File: src/rtl/cpu_step_checker_step_timer.sv
// step_timer: counts a run of N consecutive clocks beginning with the
// clock on which load is asserted; expire is high during the Nth clock.
// A load value of 0 is treated as 1.
module step_timer #(
    parameter int unsigned CNT_W = 4
) (
    input  logic             clk,
    input  logic             rst,
    input  logic             load,
    input  logic [CNT_W-1:0] load_val,
    output logic             expire
);

    logic [CNT_W-1:0] cnt_q;
    logic [CNT_W-1:0] cnt_d;

    // Next count: the load clock itself is the first counted clock, so the
    // register holds the number of clocks still remaining after this one.
    always_comb begin
        cnt_d = cnt_q;
        if (load) begin
            cnt_d = (load_val == '0) ? '0 : load_val - CNT_W'(1);
        end else if (cnt_q != '0) begin
            cnt_d = cnt_q - CNT_W'(1);
        end
    end

    // Expiry for the clock currently in progress.
    always_comb begin
        if (load) begin
            expire = (load_val <= CNT_W'(1));
        end else begin
            expire = (cnt_q == CNT_W'(1));
        end
    end

    // Count register.
    always_ff @(posedge clk or posedge rst) begin
        if (rst) begin
            cnt_q <= '0;
        end else begin
            cnt_q <= cnt_d;
        end
    end

endmodule

File: config.mk
export PLATFORM = sky130hd
export DESIGN_NAME = step_timer
export DESIGN_NICKNAME = d
export VERILOG_FILES = /design/src/rtl/cpu_step_checker_step_timer.sv
export SDC_FILE = /design/constraint.sdc
export NUM_CORES = 1
export LEC_CHECK = 0
export ABC_CLOCK_PERIOD_IN_PS = 1400
export BUFFER_PORTS_ARGS = -buffer_cell sky130_fd_sc_hd__buf_2
export CAP_MARGIN = 20
export CORE_AREA = 2 2 39 41
export CTS_CLUSTER_DIAMETER = 30
export CTS_CLUSTER_SIZE = 14
export DETAILED_ROUTE_END_ITERATION = 8
export DIE_AREA = 0 0 41 43
export PLACE_DENSITY_LB_ADDON = 0.3
export SYNTH_ARGS = -nofsm -noshare
export SYNTH_HDL_FRONTEND = slang
export SYNTH_SLANG_ARGS = --single-unit
File: constraint.sdc
create_clock -name clk -period 1.4 [get_ports clk]
set_input_delay 0.14 -clock clk [delete_from_list [all_inputs] [get_ports clk]]
set_output_delay 0.14 -clock clk [all_outputs]
set_load 0.1 [all_outputs]
==> run_results.csv <==
group,metric,value,unit
routing,avgViaCountPerCell,4.65,
setup_path,crit_arrival,1.24,ns
global_routing,grt_first_pass_wirelength,972,um
placed_design,gp_congestion,0.649,
routing,drt-pass1-iter-count,2,
worst_hold_path,hold_class,"in2reg",
routing,drc_errors,0,
finish,area_growth_syn_to_layout,44.3,%
global_routing,grt_overflow,0,
die,initial_core_util,24.5,%
clocking,cts_root_buf,"clkbuf_4",
placed_design,placed_cell_area,417,sq um
clocking,cts_sinks,4,
yosys,yosysSeqAreaShare,29.5,%
finish,top_regs,"cnt_q (4)",
yosys,synth_nets,48,
finish,seq_area,103,sq um
sta,fin_crit,1.38,ns
yosys,yosys_warnings,0,
sta,fmax,0.725,GHz
yosys,ys_ff_latch,4,
setup_path,crit_start,"cnt_q[2]$_DFFE_PP0P_",
placed_design,io_buffers,7,
die,fp-row-count,14,
global_routing,grt_pass1_vias,281,
global_routing,grtUsageTotal,8.48,%
setup_path,crit_path_max_fanout,5,
sta,slew_headroom,81.3,%
placed_design,dp_hpwl,516,um
routing,routed_wl,638,um
die,core-area,1380,sq um
placed_design,place_inst,60,
clocking,cts_buffers,3,
clocking,clockBufferDepth,2,
finish,layout_common_cells,"buf_2 (6), clkbuf_4 (3)",
status,status,"completed",
finish,layout-drive-gt1-share,46.0,%
setup_path,end_kind,"output port",
setup_path,ff2ff_path_depth,5,
sta,fin_skew,0.00297,ns
power,p_leak,0.205,nW
yosys,synthTopCellsByArea,"dfrtp_1 (30%), ha_1 (11%), mux2i_1 (5.9%), nor3b_4 (5.5%), a211oi_2 (3.7%)",
routing,wl_per_cell,9.67,um
finish,largest_reg_flops,4,
clocking,clkLatencyLatePin,0.23,ns
power,peakVddDrop,418,uV
sta,timing.final.crit_share,98.6,%
yosys,synth.distinct_cells,22,
setup_path,path_class,"reg2out",
finish,fill_cells,143,
die,ios,8,
finish,diodes,0,
die,fp.dieH,43,um
finish,fin_nets,62,
routing,antenna_left,0,
global_routing,grt_max_degree,11,
sta,rsz0062_at_grt,"yes",
yosys,synth_top_area_share,29.5,%
setup_path,worst_ep_required_time,1.26,ns
power,powerDensity,1060,nW/um^2
finish,postLayoutCoreUtil,35.4,%
global_routing,antenna_found_initial,0,
job,cap_violations,0,
sta,tightest_slew,0.278,ns
clocking,cts.reportedPaths.clkPinSlew,0.04,ns
routing,vias,307,
die,die_w,41,um
sta,setup_viol,0,
worst_hold_path,hold_start,"load_val[0]",
finish,top_register,"cnt_q",
finish,layout.cells.non_filler,66,
finish,postLayoutCellArea,489,sq um
setup_path,r2r_start,"cnt_q[0]$_DFFE_PP0P_",
yosys,syn_area_per_cell,8.92,sq um
sta,whs,0.232,ns
yosys,synth_area,339,sq um
die,die_area,1760,sq um
sta,slew_violations,0,
clocking,cts_tree,"done",
sta,finalHoldViolCount,0,
setup_path,start_kind,"flop",
worst_hold_path,hold_depth,3,
finish,multi_input_area,258,sq um
clocking,htree_levels,1,
yosys,synth_cells,38,
yosys,synth_top_area_cell,"dfrtp_1",
routing,drt_iter0_markers,3,
finish,layout_commonest_cell,"buf_2",
-- critical path, stage by stage, from the launching register on --
cell     delay, ns
dfrtp_2       0.44
nor2_2        0.16
nand2_4       0.07
o21ai_4       0.16
buf_12        0.19
-- kinds of logic (layout without fill, tap and decap cells) --
family	after synthesis	count (layout)	synth area share, %
xor gates and xnor gates	1	1	2.58
muxes	2	2	5.90
DFF	4	4	29.5
buffers and inverters	4	16	4.43
and+or+nand+nor	15	15	28.0
AOI/OAI and AO/OA	9	9	18.5
adders and majority gates	3	3	11.1
-- path summary, 6_finish.rpt --
check	end	slack (ns)
worst max-delay path	expire	0.02
worst min-delay path	cnt_q[0]$_DFFE_PP0P_	0.23
worst max register to register	cnt_q[1]$_DFFE_PP0P_	0.05
worst min register to register	cnt_q[3]$_DFFE_PP0P_	0.72
max in group asynchronous	cnt_q[2]$_DFFE_PP0P_	0.91
min in group asynchronous	cnt_q[1]$_DFFE_PP0P_	0.33
-- timing repair --
item                                   in CTS  in global routing
pin swaps                                   0                  1
endpoints found under the hold margin       4                  0
setup buffers                               0                  2
hold buffers                                1                  0
setup endpoints to repair                   1                  3
gates cloned                                0                  0
resized for setup                           1                  8
-- cell usage after synthesis (all sizes together) --
| library cell | instances |
|---|---|
| nand2b | 2 |
| ha | 3 |
| nor4b | 1 |
| nor2 | 3 |
| a21oi | 2 |
| nor3b | 1 |
| o21ai | 2 |
| nand2 | 3 |
| o211ai | 1 |
| dfrtp | 4 |
| o21a | 1 |
| o22ai | 1 |
| o311ai | 1 |
| mux2i | 2 |
| nor3 | 2 |
| xnor2 | 1 |
| a211oi | 1 |
| clkbuf | 1 |
| and2b | 1 |
| or2 | 1 |
| inv | 3 |
| nor2b | 1 |
-- final cells by class --
cell class              instances  share of cell area (%)
multi-input cells              30                    52.7
flip-flops and latches          4                    21.0
repair buffers                 10                    15.3
clock buffers                   3                    4.60
well taps                      16                    4.09
inverters                       3                    2.30
-- layer usage --
| layer | routed length (um) | share of wire [%] | vias to the layer above | global-route usage (%) |
|---|---|---|---|---|
| li1 | - | - | 158 | - |
| met1 | 288 | 45 | 144 | 8.20 |
| met2 | 334 | 52 | 5 | 13.8 |
| met3 | 15 | 2.4 | 0 | 1.57 |
| met4 | 0 | 0 | 0 | 8.00 |
| met5 | 0 | 0 | - | 0 |
-- per-stage QoR --
step	worst slack (ns)	power (mW)	setup TNS (ns)
after floorplan	0.0482	0.293	0
after global placement	0.0436	0.336	0
after detailed placement	0.0451	0.339	0
after CTS	0.00276	0.489	0
after global routing	-0.0284	0.556	-0.0608
final	0.0198	0.520	0
-- power by group --
part	leakage [nW]	internal, mW	switching, mW
Sequential	0.0454	0.139	0.0293
Combinational	0.145	0.109	0.103
Clock	0.0138	0.0956	0.0431
Total	0.205	0.344	0.176
No activity file was read; power rests on OpenSTA's default activity.
